==> src/rtl/fpga_cfg_pkg.sv <==
// Shared types and constants for the fabric configuration loader.
package fpga_cfg_pkg;

  localparam int unsigned CFG_WORD_W    = 224;
  localparam int unsigned CFG_NUM_WORDS = 245;

  typedef enum logic [2:0] {
    StIdle,
    StLoad,
    StSettle,
    StArm,
    StReady,
    StError
  } cfg_state_e;

  // Index width that stays at least one bit wide for degenerate sizes.
  function automatic int unsigned clog2(input int unsigned n);
    return (n <= 1) ? 1 : $clog2(n);
  endfunction

endpackage

==> src/rtl/fpga_cfg_loader_dec.sv <==
// Row index to one-hot row strobe, gated by the write strobe.
module cfg_onehot_dec #(
  parameter int unsigned NumWords = 4,
  parameter int unsigned IdxW     = 2
) (
  input  logic [IdxW-1:0]     idx_i,
  input  logic                wr_i,
  output logic [NumWords-1:0] onehot_o
);

  always_comb begin
    onehot_o = '0;
    for (int unsigned i = 0; i < NumWords; i++) begin
      onehot_o[i] = wr_i && (idx_i == IdxW'(i));
    end
  end

endmodule

==> src/rtl/fpga_cfg_loader.sv <==
// Streams bitstream words into the fabric row by row, then settles, arms
// the fabric flip-flops and reports ready.
module fpga_cfg_loader
  import fpga_cfg_pkg::*;
#(
  parameter int unsigned WORD_W        = CFG_WORD_W,
  parameter int unsigned NUM_WORDS     = CFG_NUM_WORDS,
  parameter int unsigned SETTLE_CYCLES = 10,
  parameter int unsigned ARM_GAP       = 1
) (
  input  logic                           clock,
  input  logic                           rst,
  input  logic                           start,
  input  logic [WORD_W-1:0]              s_data,
  input  logic                           s_valid,
  input  logic                           s_last,
  output logic                           s_ready,
  output logic [WORD_W-1:0]              cfg_data,
  output logic [NUM_WORDS-1:0]           cfg_en,
  output logic                           ff_en,
  output logic                           rdy,
  output logic                           busy,
  output logic                           err,
  output logic [$clog2(NUM_WORDS+1)-1:0] words_loaded
);

  localparam int unsigned IdxW   = clog2(NUM_WORDS);
  localparam int unsigned WlW    = $clog2(NUM_WORDS + 1);
  localparam int unsigned CntMax = (SETTLE_CYCLES > ARM_GAP) ? SETTLE_CYCLES : ARM_GAP;
  localparam int unsigned CntW   = clog2(CntMax + 1);

  localparam logic [IdxW-1:0] LastIdx    = IdxW'(NUM_WORDS - 1);
  localparam logic [CntW-1:0] SettleLast = CntW'(SETTLE_CYCLES - 1);
  localparam logic [CntW-1:0] ArmLast    = CntW'(ARM_GAP - 1);

  cfg_state_e               state_q, state_d;
  logic [IdxW-1:0]          idx_q, idx_d;
  logic [WlW-1:0]           wl_q, wl_d;
  logic [CntW-1:0]          cnt_q, cnt_d;
  logic                     err_q, err_d;
  logic [WORD_W-1:0]        cfg_data_q, cfg_data_d;
  logic [NUM_WORDS-1:0]     cfg_en_q, row_strobe;
  logic                     accept;

  cfg_onehot_dec #(
    .NumWords (NUM_WORDS),
    .IdxW     (IdxW)
  ) u_dec (
    .idx_i    (idx_q),
    .wr_i     (accept),
    .onehot_o (row_strobe)
  );

  always_comb begin
    state_d    = state_q;
    idx_d      = idx_q;
    wl_d       = wl_q;
    cnt_d      = cnt_q;
    err_d      = err_q;
    cfg_data_d = cfg_data_q;
    s_ready    = 1'b0;
    ff_en      = 1'b0;
    rdy        = 1'b0;
    busy       = 1'b0;
    accept     = 1'b0;

    unique case (state_q)
      StLoad: begin
        s_ready = 1'b1;
        busy    = 1'b1;
        accept  = s_valid;
        if (accept) begin
          cfg_data_d = s_data;
          idx_d      = idx_q + IdxW'(1);
          wl_d       = wl_q + WlW'(1);
          // The word is written even when its length marker is wrong.
          if (idx_q == LastIdx) begin
            if (s_last) begin
              state_d = StSettle;
              cnt_d   = '0;
            end else begin
              state_d = StError;
              err_d   = 1'b1;
            end
          end else if (s_last) begin
            state_d = StError;
            err_d   = 1'b1;
          end
        end
      end
      StSettle: begin
        busy = 1'b1;
        if (cnt_q == SettleLast) begin
          state_d = StArm;
          cnt_d   = '0;
        end else begin
          cnt_d = cnt_q + CntW'(1);
        end
      end
      StArm: begin
        ff_en = 1'b1;
        if (cnt_q == ArmLast) begin
          state_d = StReady;
        end else begin
          cnt_d = cnt_q + CntW'(1);
        end
      end
      StReady: begin
        ff_en = 1'b1;
        rdy   = 1'b1;
      end
      StIdle, StError: ;
      default: state_d = StIdle;
    endcase

    // Idle, ready and error sessions can all be (re)started.
    if (start && (state_q == StIdle || state_q == StReady || state_q == StError)) begin
      state_d = StLoad;
      idx_d   = '0;
      wl_d    = '0;
      err_d   = 1'b0;
    end
  end

  always_ff @(posedge clock) begin
    if (rst) begin
      state_q    <= StIdle;
      idx_q      <= '0;
      wl_q       <= '0;
      cnt_q      <= '0;
      err_q      <= 1'b0;
      cfg_data_q <= '0;
      cfg_en_q   <= '0;
    end else begin
      state_q    <= state_d;
      idx_q      <= idx_d;
      wl_q       <= wl_d;
      cnt_q      <= cnt_d;
      err_q      <= err_d;
      cfg_data_q <= cfg_data_d;
      cfg_en_q   <= row_strobe;
    end
  end

  assign cfg_data     = cfg_data_q;
  assign cfg_en       = cfg_en_q;
  assign err          = err_q;
  assign words_loaded = wl_q;

endmodule

==> config.mk <==
export PLATFORM = sky130hd
export DESIGN_NAME = fpga_cfg_loader
export DESIGN_NICKNAME = d
export VERILOG_FILES = /design/src/rtl/fpga_cfg_pkg.sv /design/src/rtl/fpga_cfg_loader_dec.sv /design/src/rtl/fpga_cfg_loader.sv
export SDC_FILE = /design/constraint.sdc
export NUM_CORES = 1
export LEC_CHECK = 0
export ABC_AREA = 1
export CELL_PAD_IN_SITES_DETAIL_PLACEMENT = 2
export CELL_PAD_IN_SITES_GLOBAL_PLACEMENT = 2
export CORE_AREA = 2 2 280 282
export DETAILED_ROUTE_END_ITERATION = 12
export DIE_AREA = 0 0 282 284
export PLACE_DENSITY = 0.82
export SETUP_SLACK_MARGIN = 0.05
export SLEW_MARGIN = 20
export SYNTH_ARGS = -nofsm -noshare
export SYNTH_HDL_FRONTEND = slang
export SYNTH_SLANG_ARGS = --single-unit
==> constraint.sdc <==
create_clock -name clock -period 4.85 [get_ports clock]
set_input_delay 1.2125 -clock clock [delete_from_list [all_inputs] [get_ports clock]]
set_output_delay 1.2125 -clock clock [all_outputs]
set_load 0.05 [all_outputs]
==> flow_summary.yaml <==
finish:
  fin_area_sq_mm: 0.0253
  fin_util: 0.329
  final_cells: 3545
  synthToLayoutAreaGrowth_pct: 64.6
  nets: 2697
  final_cell_mix: "nor2_1, clkdlybuf4s50_1, dfxtp_1, o21ai_0, nand2_1"
  drive_gt1_frac: 0.0448
  mostFrequentLayoutCell: "nor2_1"
worst_setup_path:
  worst_setup_path_start_kind: "flop"
  crit_path_end_kind: "output pin"
  cp_max_fo: 6
  reg2reg_depth: 11
  ff2ff_setup_slack_ns: 2.60
  r2r_start: "idx_q[0]$_SDFFE_PP0P_"
  r2r-end: "state_q[0]$_SDFFE_PP0P_"
  critical_path_required_ns: 3.64
  worstSetupStartpoint: "state_q[2]$_SDFFE_PP0P_"
  crit_end: "busy"
  cp.arrival_ns: 2.78
  worstSetupPathType: "flop to output pin"
global_routing:
  grt_pass1_wl_mm: 109
  grt_usage: 0.178
  grt_pass1_vias: 16800
  gr-total-overflow: 0
  grt_start_max_net_pins: 173
  antenna_found_initial: 7
sta:
  period_minus_slack_ns: 3.99
  setup_ws_ns: 0.861
  slew_headroom: 0.375
  post-route-period-util: 0.822
  worst_pin_slew_ns: 0.937
  max_freq_ghz: 0.251
  setup_viol: 0
  holdWs_ns: 0.464
  rsz0062_at_grt: "false"
  drv_slew: 0
  tns_ns: 0
  timing.final.hold_violations: 0
  fin_worst_skew_ns: 0.0426
route:
  via_count: 15100
  antenna_left: 0
  vias_per_cell: 4.25
  wl_per_cell_um: 20.9
  first_pass_iters: 4
  drc: 0
  wl_mm: 74.2
  drtIter0Drc: 628
yosys:
  synth_area_sq_mm: 0.0154
  yosys-top-cells-area: "dfxtp_1, nor2_1, o21ai_0, nand2_1, buf_2"
  ys_types: 26
  syn-instance-count: 1791
  synth_top_area_frac: 0.641
  synth-edff-count: 0
  ys_seq_elements: 493
  ys_seq_area_frac: 0.641
  synth_nets: 2031
  synth_top_flop_cell: "dfxtp_1"
  yosys.area.top_type: "dfxtp_1"
  yosys_warnings: 0
  syn_area_per_cell_sq_um: 8.59
  synthArstFlopShare: 0
power:
  power_density_mw_per_mm2: 396
  p_total_mw: 10.0
  power_leakage_nw: 9.73
  ir_worst_vdd_mv: 0.300
clocking:
  clk_pin_slew_ns: 0.06
  clk_latency_ns: 0.63
  clockRootBuffer: "clkbuf_16"
  clock_path_buffers: 3
  cts_buffers: 56
  cts_hold_buf: 0
  cts_setup_buffers: 0
  cts_resized: 0
  htreeDepth: 2
  cts_sinks: 493
  cts_tree: "done"
floorplanning:
  rows: 102
  die_w_um: 282
  ios: 711
  die-area_sq_mm: 0.0801
  fp.dieH_um: 284
  core_sq_mm: 0.0770
  start_util: 0.200
min_path:
  hp-start: "err$_SDFFE_PP0P_"
  hp-class: "flop to flop"
placed_design:
  dpl-instance-area_sq_mm: 0.0234
  dp.cells: 3439
  portBuffers: 710
  gp_congestion: 0.834
  place_ws_ns: 1.28
  hpwl_mm: 52.8
flow_run:
  maxCapViolCount: 0
status:
  status: "complete, no violations"
==> sequential cells by signal, indices dropped and copies added, names as in the netlist <==
| register | count |
|---|---|
| idx_q | 8 |
| err | 1 |
| cnt_q | 4 |
| cfg_en | 245 |
| cfg_data | 224 |
| state_q | 3 |
| words_loaded | 8 |
==> power by group <==
group	internal, mW	switching, mW	leakage (nW)
clock network	2.52	1.84	0.921
logic	0.483	0.913	4.82
registers	4.20	0.0829	3.99
==> cell usage after synthesis (2+ instances only) <==
cell / count
nand2_1: 79
dfxtp_1: 493
xor2_1: 4
nor2_1: 730
buf_2: 47
nor2_8: 2
or2_2: 2
a21oi_1: 22
nand2_2: 3
buf_4: 5
nor3_1: 4
nand3_1: 24
nand3_2: 3
clkbuf_1: 59
inv_1: 60
ha_1: 11
nand4_1: 3
o21ai_0: 232
==> how the worst min path moves through the flow <==
stage,endpoint,slack (ns),cells after the start
final,err$_SDFFE_PP0P_,0.46,2
after global routing,err$_SDFFE_PP0P_,0.50,2
after detailed placement,err$_SDFFE_PP0P_,0.45,2
after CTS,err$_SDFFE_PP0P_,0.46,2
after global placement,err$_SDFFE_PP0P_,0.44,2
after floorplan,state_q[2]$_SDFFE_PP0P_,0.45,2
==> metal layers <==
| metal | global-route usage | vias to the layer above | part of all wire |
|---|---|---|---|
| li1 | - | 6919 | - |
| met1 | 0.185 | 7403 | 0.36 |
| met2 | 0.331 | 581 | 0.52 |
| met3 | 0.0468 | 160 | 0.071 |
| met4 | 0.0802 | 4 | 0.044 |
| met5 | 0 | - | 0.00036 |
==> layout make-up <==
class,instances,area [sq um]
antenna,4,10.0
sequential,493,9870
tap,1040,1300
clock inverter,23,298
fill,8475,51600
timing repair buffer,719,7220
inverter,61,241
multi-input combinational,1126,4800
clock buffer,79,1600
==> worst max-delay path, cell delays in order, from the launching register on <==
cell and delay (ns):
dfxtp_1 0.31, inv_1 0.18, nand2_1 0.10, nor2_1 0.20, inv_1 0.12, nand2_1 0.31
clkdlybuf4s50_1 0.91
==> cells by family (layout without fill, tap and decap cells) <==
family          count (synthesis)  in the layout  synth area share
buf+inv                       172            882            0.0470
fa+ha+maj                      11             11           0.00894
compound gates                256            256            0.0834
flops                         493            493             0.641
other cells                     0              4                 0
simple gates                  854            854             0.217
xor+xnor                        5              5           0.00284
Note: power is estimated with default switching activity, not from simulation.
